===== src/rtl/ram2_stream_ctrl_if.sv =====
// Stream-in, stream-out and RAM-port bundle of ram2_stream_ctrl.
// master = the controller, slave = the environment (source, sink and RAM).
interface ram2_stream_ctrl_if #(
  parameter int DWIDTH = 16,
  parameter int AWIDTH = 7
);
  logic [DWIDTH-1:0] in_data;
  logic              in_valid;
  logic              in_ready;
  logic [DWIDTH-1:0] out_data;
  logic              out_valid;
  logic              out_ready;
  logic [AWIDTH+1:0] level;
  logic              ram_wrena;
  logic [AWIDTH-1:0] ram_wraddra;
  logic [DWIDTH-1:0] ram_dia;
  logic              ram_rdenb;
  logic [AWIDTH-1:0] ram_rdaddrb;
  logic [DWIDTH-1:0] ram_dob;

  modport master (
    input  in_data, in_valid, out_ready, ram_dob,
    output in_ready, out_data, out_valid, level,
    output ram_wrena, ram_wraddra, ram_dia, ram_rdenb, ram_rdaddrb
  );

  modport slave (
    output in_data, in_valid, out_ready, ram_dob,
    input  in_ready, out_data, out_valid, level,
    input  ram_wrena, ram_wraddra, ram_dia, ram_rdenb, ram_rdaddrb
  );
endinterface


===== src/rtl/ram2_stream_ctrl.sv =====
// Streaming FIFO built around an external two-port RAM with a 1-cycle registered read.
// Reads are prefetched into a 2-entry skid buffer so the output sustains one word per cycle.
module ram2_stream_ctrl #(
  parameter int DWIDTH = 16,
  parameter int AWIDTH = 7
) (
  input  logic               clk,
  input  logic               resetn,
  input  logic               clear,
  ram2_stream_ctrl_if.master bus
);
  localparam logic [AWIDTH:0]   DEPTH_P = {1'b1, {AWIDTH{1'b0}}};
  localparam logic [AWIDTH:0]   PTR_ONE = (AWIDTH+1)'(1);
  localparam logic [AWIDTH+1:0] LVL_ONE = (AWIDTH+2)'(1);

  logic              r_rst_done;
  logic [AWIDTH:0]   r_wr_ptr;
  logic [AWIDTH:0]   r_rd_ptr;
  logic              r_inflight;
  logic [1:0]        r_skid_cnt;
  logic [DWIDTH-1:0] r_skid0;
  logic [DWIDTH-1:0] r_skid1;
  logic              r_out_valid;
  logic [AWIDTH+1:0] r_level;

  logic              w_in_ready;
  logic              w_in_fire;
  logic              w_out_fire;
  logic [2:0]        w_occ;
  logic              w_rd_issue;
  logic [1:0]        w_skid_cnt_nxt;
  logic [DWIDTH-1:0] w_skid0_nxt;
  logic [DWIDTH-1:0] w_skid1_nxt;

  // Handshakes and read issue; w_occ is the skid occupancy the issued word will land in.
  always_comb begin
    w_in_ready = r_rst_done & ~clear & ((r_wr_ptr - r_rd_ptr) != DEPTH_P);
    w_in_fire  = bus.in_valid & w_in_ready;
    w_out_fire = r_out_valid & bus.out_ready;
    w_occ      = {1'b0, r_skid_cnt} + {2'b00, r_inflight} - {2'b00, w_out_fire};
    w_rd_issue = ~clear & (r_rd_ptr != r_wr_ptr) & (w_occ < 3'd2);
  end

  // Skid buffer next state: push returning RAM data, pop the head on out_fire.
  always_comb begin
    w_skid_cnt_nxt = r_skid_cnt;
    w_skid0_nxt    = r_skid0;
    w_skid1_nxt    = r_skid1;
    case (r_skid_cnt)
      2'd0: begin
        if (r_inflight) begin
          w_skid0_nxt    = bus.ram_dob;
          w_skid_cnt_nxt = 2'd1;
        end else begin
          w_skid_cnt_nxt = 2'd0;
        end
      end
      2'd1: begin
        if (r_inflight && w_out_fire) begin
          w_skid0_nxt = bus.ram_dob;
        end else if (r_inflight) begin
          w_skid1_nxt    = bus.ram_dob;
          w_skid_cnt_nxt = 2'd2;
        end else if (w_out_fire) begin
          w_skid_cnt_nxt = 2'd0;
        end else begin
          w_skid_cnt_nxt = 2'd1;
        end
      end
      2'd2: begin
        // A push into a full skid cannot happen: the issue gate reserves its slot.
        if (w_out_fire) begin
          w_skid0_nxt = r_skid1;
          if (r_inflight) begin
            w_skid1_nxt = bus.ram_dob;
          end else begin
            w_skid_cnt_nxt = 2'd1;
          end
        end else begin
          w_skid_cnt_nxt = 2'd2;
        end
      end
      default: begin
        w_skid_cnt_nxt = 2'd0;
      end
    endcase
  end

  // State registers; clear flushes everything except the reset-release flag.
  always_ff @(posedge clk or negedge resetn) begin
    if (!resetn) begin
      r_rst_done  <= 1'b0;
      r_wr_ptr    <= '0;
      r_rd_ptr    <= '0;
      r_inflight  <= 1'b0;
      r_skid_cnt  <= 2'd0;
      r_skid0     <= '0;
      r_skid1     <= '0;
      r_out_valid <= 1'b0;
      r_level     <= '0;
    end else if (clear) begin
      r_rst_done  <= 1'b1;
      r_wr_ptr    <= '0;
      r_rd_ptr    <= '0;
      r_inflight  <= 1'b0;
      r_skid_cnt  <= 2'd0;
      r_skid0     <= '0;
      r_skid1     <= '0;
      r_out_valid <= 1'b0;
      r_level     <= '0;
    end else begin
      r_rst_done <= 1'b1;
      if (w_in_fire) begin
        r_wr_ptr <= r_wr_ptr + PTR_ONE;
      end
      if (w_rd_issue) begin
        r_rd_ptr <= r_rd_ptr + PTR_ONE;
      end
      r_inflight  <= w_rd_issue;
      r_skid_cnt  <= w_skid_cnt_nxt;
      r_skid0     <= w_skid0_nxt;
      r_skid1     <= w_skid1_nxt;
      r_out_valid <= (w_skid_cnt_nxt != 2'd0);
      case ({w_in_fire, w_out_fire})
        2'b10:   r_level <= r_level + LVL_ONE;
        2'b01:   r_level <= r_level - LVL_ONE;
        default: r_level <= r_level;
      endcase
    end
  end

  assign bus.in_ready    = w_in_ready;
  assign bus.ram_wrena   = w_in_fire;
  assign bus.ram_wraddra = r_wr_ptr[AWIDTH-1:0];
  assign bus.ram_dia     = bus.in_data;
  assign bus.ram_rdenb   = w_rd_issue;
  assign bus.ram_rdaddrb = r_rd_ptr[AWIDTH-1:0];
  assign bus.out_data    = r_skid0;
  assign bus.out_valid   = r_out_valid;
  assign bus.level       = r_level;
endmodule

===== src/flat_wrapper.sv =====
// flat-port wrapper written by rule: the top's interface ports become plain ports
module ram2_stream_ctrl_flat 
#(
  parameter int DWIDTH = 16,
  parameter int AWIDTH = 7
)
  (clk, resetn, clear, bus_in_data, bus_in_valid, bus_out_ready, bus_ram_dob, bus_in_ready, bus_out_data, bus_out_valid, bus_level, bus_ram_wrena, bus_ram_wraddra, bus_ram_dia, bus_ram_rdenb, bus_ram_rdaddrb);
  ram2_stream_ctrl_if #(.DWIDTH(DWIDTH), .AWIDTH(AWIDTH)) bus_i ();
  input  logic clk;
  input  logic resetn;
  input  logic clear;
  input wire logic [$bits(bus_i.in_data)-1:0] bus_in_data;
  input wire logic [$bits(bus_i.in_valid)-1:0] bus_in_valid;
  input wire logic [$bits(bus_i.out_ready)-1:0] bus_out_ready;
  input wire logic [$bits(bus_i.ram_dob)-1:0] bus_ram_dob;
  output wire logic [$bits(bus_i.in_ready)-1:0] bus_in_ready;
  output wire logic [$bits(bus_i.out_data)-1:0] bus_out_data;
  output wire logic [$bits(bus_i.out_valid)-1:0] bus_out_valid;
  output wire logic [$bits(bus_i.level)-1:0] bus_level;
  output wire logic [$bits(bus_i.ram_wrena)-1:0] bus_ram_wrena;
  output wire logic [$bits(bus_i.ram_wraddra)-1:0] bus_ram_wraddra;
  output wire logic [$bits(bus_i.ram_dia)-1:0] bus_ram_dia;
  output wire logic [$bits(bus_i.ram_rdenb)-1:0] bus_ram_rdenb;
  output wire logic [$bits(bus_i.ram_rdaddrb)-1:0] bus_ram_rdaddrb;
  assign bus_i.in_data = bus_in_data;
  assign bus_i.in_valid = bus_in_valid;
  assign bus_i.out_ready = bus_out_ready;
  assign bus_i.ram_dob = bus_ram_dob;
  assign bus_in_ready = bus_i.in_ready;
  assign bus_out_data = bus_i.out_data;
  assign bus_out_valid = bus_i.out_valid;
  assign bus_level = bus_i.level;
  assign bus_ram_wrena = bus_i.ram_wrena;
  assign bus_ram_wraddra = bus_i.ram_wraddra;
  assign bus_ram_dia = bus_i.ram_dia;
  assign bus_ram_rdenb = bus_i.ram_rdenb;
  assign bus_ram_rdaddrb = bus_i.ram_rdaddrb;
  ram2_stream_ctrl #(.DWIDTH(DWIDTH), .AWIDTH(AWIDTH)) u_core (.clk(clk), .resetn(resetn), .clear(clear), .bus(bus_i));
endmodule

===== config.mk =====
export PLATFORM = sky130hd
export DESIGN_NAME = ram2_stream_ctrl_flat
export DESIGN_NICKNAME = d
export VERILOG_FILES = /design/src/rtl/ram2_stream_ctrl_if.sv /design/src/rtl/ram2_stream_ctrl.sv /design/src/flat_wrapper.sv
export SDC_FILE = /design/constraint.sdc
export NUM_CORES = 1
export LEC_CHECK = 0
export CAP_MARGIN = 20
export CORE_MARGIN = 2
export CORE_UTILIZATION = 50
export CTS_CLUSTER_DIAMETER = 60
export DETAILED_ROUTE_END_ITERATION = 6
export PLACE_DENSITY = 0.91
export SLEW_MARGIN = 20
export SYNTH_ARGS = -nofsm -noshare
export SYNTH_HDL_FRONTEND = slang
export SYNTH_SLANG_ARGS = --single-unit
export TNS_END_PERCENT = 20

===== constraint.sdc =====
create_clock -name clk -period 4.8 [get_ports clk]
set_clock_uncertainty 0.15 [all_clocks]
set_input_delay 0.96 -clock clk [delete_from_list [all_inputs] [get_ports clk]]
set_output_delay 0.96 -clock clk [all_outputs]
set_load 0.01 [all_outputs]

-- After elaboration in Yosys (flattened, before gate mapping)
Index checks and enable logic that the tools add are counted.
- add/sub/neg operators: 7
- order comparisons: 1
- equality and inequality tests: 10
- mux-type cells: 26
- bitwise logic cells: 7
- reduce and logical (&&, ||, !) cells: 10
- operators with widths (cell ; number):
    16-bit two-way mux ; 8
    16-bit case mux with 3 select lines ; 1
    8-bit two-way mux ; 4
    16-bit case mux with 2 select lines ; 1
    9-bit case mux with 2 select lines ; 1
    8-bit by 1-bit adder with 8-bit output (second input constant) ; 2
    2-bit two-way mux ; 5
    9-bit by 1-bit adder with 9-bit output (second input constant) ; 1
    9-bit two-way mux ; 1
    3-bit by 2-bit != test with 1-bit output (second input constant) ; 3
    9-bit by 1-bit subtractor with 9-bit output (second input constant) ; 1
    8-bit != test ; 1
    8-bit != test (second input constant) ; 1
    8-bit subtractor ; 1
    1-bit bitwise AND ; 6
    2-bit case mux with 3 select lines ; 1
    2-bit nonzero test ; 3
    3-bit nonzero test ; 2
    2-bit by 1-bit equality test with 1-bit output (second input constant) ; 2
    2-bit equality test (second input constant) ; 2
    1-bit two-way mux ; 4
    4-bit AND reduction ; 1
    4-bit nonzero test ; 1
    2-bit by 1-bit adder with 3-bit output ; 1
    7 further kinds ; 7
- flip-flop bits (word level): 62
- input bits: 37
- output and inout bits: 59
- logic and storage cells: 70

-- Logic depth before layout (Yosys ltp)
- word-level depth: 7
- mapped depth: 16
- gate-level depth less buffers: 16

-- Worst setup path before layout
No wires, ideal clock.
- kind: input port to flip-flop
- start point: input port clear
- end point: register u_core.r_level[8] (netlist: u_core.bus.level[8])
- library setup time: 0.128 ns
- arrival time: 3.973 ns
- data required time: 4.522 ns
- slack: 0.549 ns
- cell stages on the path: 15
- path buffers: 1
- cell sequence: clkbuf_1 inv_1 nand3_1 a31oi_1 a32oi_4 o211ai_4 clkinv_4 fa_1 a21o_1 a21oi_1 o211ai_1 a21o_1 a21oi_1 mux2i_1 mux2_1
- cells in the longest elaborated chain, start to end: 7
- elaborated cells between the ends (all ways): 9
- classes of those cells: 2 x eq/ne; 2 x mux; 4 x bitwise; 1 x reduce/logical
- RTL lines (what ; line ; text):
    start, declared ; flat_wrapper.sv:11 ; input logic clear;
    1-bit inverter ; ram2_stream_ctrl.sv:37 ; w_in_ready = r_rst_done & ~clear & ((r_wr_ptr - r_rd_ptr) != DEPTH_P);
    1-bit bitwise AND (2 in series) ; ram2_stream_ctrl.sv:37 ;
    1-bit bitwise AND ; ram2_stream_ctrl.sv:38 ; w_in_fire = bus.in_valid & w_in_ready;
    2-bit by 1-bit equality test with 1-bit output or 2-bit equality test (tied branches) ; ram2_stream_ctrl.sv:124 ; case ({w_in_fire, w_out_fire})
    9-bit case mux with 2 select lines ; ram2_stream_ctrl.sv:124 ;
    9-bit two-way mux ; ram2_stream_ctrl.sv:101 ; end else if (clear) begin
    end signal, assigned ; ram2_stream_ctrl.sv:125 ; 2'b10: r_level <= r_level + LVL_ONE;
    end signal, assigned ; ram2_stream_ctrl.sv:126 ; 2'b01: r_level <= r_level - LVL_ONE;
    end signal, assigned ; ram2_stream_ctrl.sv:127 ; default: r_level <= r_level;
    end, declared ; ram2_stream_ctrl.sv:24 ; logic [AWIDTH+1:0] r_level;
Several ways; a longest one is shown, not always the timed one.
A chain may end at the register's enable or synchronous reset.

-- Final worst setup path
- start point: register u_core.r_rd_ptr[4]
- end point: register u_core.r_level[8] (netlist: u_core.bus.level[8])
- cells in the longest elaborated chain, start to end: 7
- elaborated cells between the ends (all ways): 9
- classes of those cells: 1 x add/sub; 3 x eq/ne; 2 x mux; 2 x bitwise; 1 x reduce/logical
- RTL lines (what ; line ; text):
    start, declared ; ram2_stream_ctrl.sv:18 ; logic [AWIDTH:0] r_rd_ptr;
    start signal, assigned ; ram2_stream_ctrl.sv:117 ; r_rd_ptr <= r_rd_ptr + PTR_ONE;
    8-bit subtractor * ; ram2_stream_ctrl.sv:37 ;
    8-bit != test * ; ram2_stream_ctrl.sv:37 ;
    1-bit bitwise AND * ; ram2_stream_ctrl.sv:37 ;
    1-bit bitwise AND * ; ram2_stream_ctrl.sv:38 ;
    2-bit by 1-bit equality test with 1-bit output or 2-bit equality test (tied branches) ; ram2_stream_ctrl.sv:124 ;
    9-bit case mux with 2 select lines ; ram2_stream_ctrl.sv:124 ;
    9-bit two-way mux ; ram2_stream_ctrl.sv:101 ;
Mark *: on every way between the ends. The rest lies on a longest branch, timed or not.

==> metrics.log <==
[metrics] worst voltage drop across the vdd grid: 156 uV
[metrics] initial antenna violation count: 0
[metrics] #FFs+latches synth: 62
[metrics] first-pass detailed-route iteration total: 5
[metrics] Layout fillers: 622
[metrics] Final Routed Wirelength: 8960 um
[metrics] final count of pins violating max slew: 0
[metrics] Worst Tran Pin Value: 0.775 ns
[metrics] # IOs: 96
[metrics] Max H-tree Level: 3
[metrics] leakage power total: 2.11 nW
[metrics] total CTS buffers: 9
[metrics] detail-routed net length per standard cell: 16.0 um
[metrics] layout cell share with drive strength beyond 1: 0.0963
[metrics] Synth Net Count: 473
[metrics] horizontal die dimension: 92.3 um
[metrics] synthesized netlist cell count: 411
[metrics] time the final worst path needs with I/O delays and setup: 4.56 ns
[metrics] EDFF count, synth: 0
[metrics] share of the yosys chip area belonging to registers: 0.398
[metrics] buffer levels on the longest clock path: 2
[metrics] initial cell density of the core: 0.510
[metrics] max-slew headroom at the worst pin: 0.483
[metrics] post-DR vias/cell: 5.72
[metrics] worst hold slack: 0.323 ns
[metrics] number of global-route vias before repair: 3240
[metrics] max cap viols: 0
[metrics] asr flop ratio synth: 1.00
[metrics] height of the die: 92.3 um
[metrics] DP Cell Count: 542
[metrics] # nets final: 514
[metrics] Clock Tree Root: sky130_fd_sc_hd__clkbuf_8
[metrics] count of input and output buffers: 63
[metrics] overall routing resource usage: 0.223
[metrics] latest clock arrival within the worst-skew pair: 0.35 ns
[metrics] Synth Area per Inst: 9.49 sq um
[metrics] data arrival time of the critical path: 4.65 ns
[metrics] RePlAce Congestion: 0.819
[metrics] required time of the critical path: 4.88 ns
[metrics] sum of net half-perimeters after detailed placement: 6290 um
[metrics] crit path max fanout: 16
[metrics] pin count of the biggest net entering global routing: 63
[metrics] total via count in the routed design: 3198
[metrics] Cell Area, Placed: 0.00446 sq mm
[metrics] dominant register cell in the synthesized netlist: sky130_fd_sc_hd__dfrtp_1
[metrics] area leader, netlist: sky130_fd_sc_hd__dfrtp_1
[metrics] R2R depth: 16
[metrics] area of the core: 0.00765 sq mm
[metrics] signed area change from the synthesized netlist to the final layout: 20.1%
[metrics] sinks on the clock net: 62
[metrics] type of the worst min-delay path: flop to flop
[metrics] DRT iter0 DRCs: 324
[metrics] post-layout util: 0.612
[metrics] overflow left after global routing: 0
[metrics] clock slew at the register clock pins of the worst setup and hold paths: 0.08 ns
[metrics] top post-synthesis cells by count: sky130_fd_sc_hd__nand2_1, sky130_fd_sc_hd__dfrtp_1, sky130_fd_sc_hd__buf_4, sky130_fd_sc_hd__ha_1, sky130_fd_sc_hd__mux2i_1
[metrics] Rows: 32
[metrics] count of inserted antenna diode cells: 0
[metrics] mapped cell area: 0.00390 sq mm
[metrics] non-filler cells in the finished layout: 559
[metrics] type of the worst setup path: flop to flop
[metrics] number of warnings issued by yosys: 0
[metrics] kind of start point of the critical path: flop
[metrics] CTS tree: yes
[metrics] hold bufs inserted after CTS: 0
[metrics] area share of the leading cell type in the synthesized netlist: 0.398
[metrics] final number of setup-violating endpoints: 0
[metrics] Area contributors post-synth: sky130_fd_sc_hd__dfrtp_1, sky130_fd_sc_hd__ha_1, sky130_fd_sc_hd__nand2_1
[metrics] wire length of the first global-routing pass: 15200 um
[metrics] number of unique standard cell types used by synthesis: 54
[metrics] Layout Cell Area excl Fill: 0.00468 sq mm
[metrics] remaining antenna violation count after routing: 0
[metrics] crit end category: flop
[metrics] DRC: 0
[metrics] leading cell type by number of instances after synthesis: sky130_fd_sc_hd__nand2_1
[metrics] setup tns final: 0 ns
[metrics] Power per Cell Area: 357 mW/mm^2
[metrics] final hold violations: 0
[metrics] WHS Path Cells: 2
[metrics] Tcrit/Tclk final: 0.951
[metrics] maximum operating frequency: 219 MHz
[metrics] area enclosed by the die boundary: 0.00852 sq mm
[metrics] outcome: finished, final reports clean
-- worst max-delay path: stages, from the launching register on --
cell                       delay, ns
sky130_fd_sc_hd__dfrtp_1        0.38
sky130_fd_sc_hd__inv_1          0.11
sky130_fd_sc_hd__ha_1           0.40
sky130_fd_sc_hd__and2_1         0.24
sky130_fd_sc_hd__a221oi_4       0.36
sky130_fd_sc_hd__a21o_1         0.18
sky130_fd_sc_hd__nand3_1        0.17
sky130_fd_sc_hd__o211ai_4       0.32
sky130_fd_sc_hd__clkinv_4       0.18
sky130_fd_sc_hd__fa_1           0.44
sky130_fd_sc_hd__a21o_1         0.17
sky130_fd_sc_hd__a21oi_1        0.24
sky130_fd_sc_hd__o211ai_1       0.18
sky130_fd_sc_hd__a21o_1         0.20
sky130_fd_sc_hd__a21oi_1        0.18
sky130_fd_sc_hd__mux2i_1        0.23
sky130_fd_sc_hd__mux2_1         0.33
-- path summary, 6_finish.rpt --
kind	from	end	slack [ns]
setup / recovery	u_core.r_rd_ptr[4]	u_core.bus.level[8]	0.24
hold / removal	u_core.r_skid1[12]	u_core.r_skid1[12]	0.32
min in group asynchronous	resetn	u_core.bus.out_data[9]	0.63
setup reg to reg	u_core.r_rd_ptr[4]	u_core.bus.level[8]	0.24
max in group asynchronous	resetn	u_core.r_wr_ptr[7]	3.36
hold reg to reg	u_core.r_skid1[12]	u_core.r_skid1[12]	0.32
-- layer usage --
| metal | vias to the layer above | wire [um] | track usage |
|---|---|---|---|
| met2 | 95 | 4560 | 0.370 |
| li1 | 1510 | - | - |
| met1 | 1566 | 3830 | 0.283 |
| met4 | 0 | 235 | 0.107 |
| met5 | - | 0 | 0 |
| met3 | 27 | 328 | 0.0374 |
-- what timing repair did --
item / in CTS / in global routing
hold endpoints to repair: 0 / 0
setup endpoints to repair: 0 / 1
resized for setup: 0 / 2
setup buffers: 0 / 1
-- power breakdown --
| group | switching (mW) | total (mW) | leakage [nW] | internal, mW |
|---|---|---|---|---|
| combinational | 0.310 | 0.572 | 1.17 | 0.262 |
| clock | 0.225 | 0.466 | 0.0996 | 0.241 |
| sequential | 0.0536 | 0.635 | 0.845 | 0.581 |
| total | 0.588 | 1.67 | 2.11 | 1.09 |
-- cells by family (layout without fill, tap and decap cells) --
kind of cell / Yosys count / count (layout) / share of synthesized area
simple gates: 145 / 145 / 0.179
compound gates: 75 / 75 / 0.145
flops: 62 / 62 / 0.398
buf+inv: 61 / 107 / 0.0889
fa+ha+maj: 25 / 25 / 0.0841
mux: 23 / 23 / 0.0610
xor+xnor: 19 / 19 / 0.0427
other cells: 1 / 1 / 0.000962
-- final cells by class --
type,count,area [sq um],area share
inverters,16,65.1,0.0139
repair buffers,75,716,0.153
well taps,102,128,0.0273
flip-flops and latches,62,1550,0.331
clock inverters,7,73.8,0.0158
multi-input cells,288,2030,0.433
clock buffers,9,124,0.0264
-- through the flow --
| stage | worst slack, ns | power [mW] |
|---|---|---|
| 6_report | 0.237 | 1.67 |
| 5_1_grt | -0.00596 | 1.77 |
| 4_1_cts | 0.134 | 1.68 |
| 3_5_place_dp | 0.0988 | 1.21 |
| 3_3_place_gp | 0.249 | 1.18 |
| 2_1_floorplan | 0.549 | 0.996 |
-- placed cells by master (no fill, tap or decap), drive strengths merged, types with 2 or more instances in the layout --
cell type,count
mux2,3
nor2b,4
or4,2
o211ai,5
a31oi,4
clkbuf,9
xnor2,13
o21ai,13
a32oi,2
nand2,66
inv,16
buf,13
a21oi,15
clkdlybuf4s50,62
fa,2
nor3,9
or3,3
and3,6
nand2b,2
dfrtp,62
nor2,14
clkinv,5
a21o,6
mux2i,20
nor4b,2
ha,23
o21a,3
o31ai,18
a211oi,2
nand3,12
nand4,19
xor2,6
-- flip-flops by register name (all words and copies together) (netlist names) --
signal and flops:
u_core.r_wr_ptr 8, u_core.r_skid1 16, u_core.r_skid_cnt 2, u_core.bus.level 9, u_core.r_inflight 1, u_core.r_rst_done 1
u_core.bus.out_valid 1, u_core.bus.out_data 16, u_core.r_rd_ptr 8
Note: power is estimated with default switching activity, not from simulation.
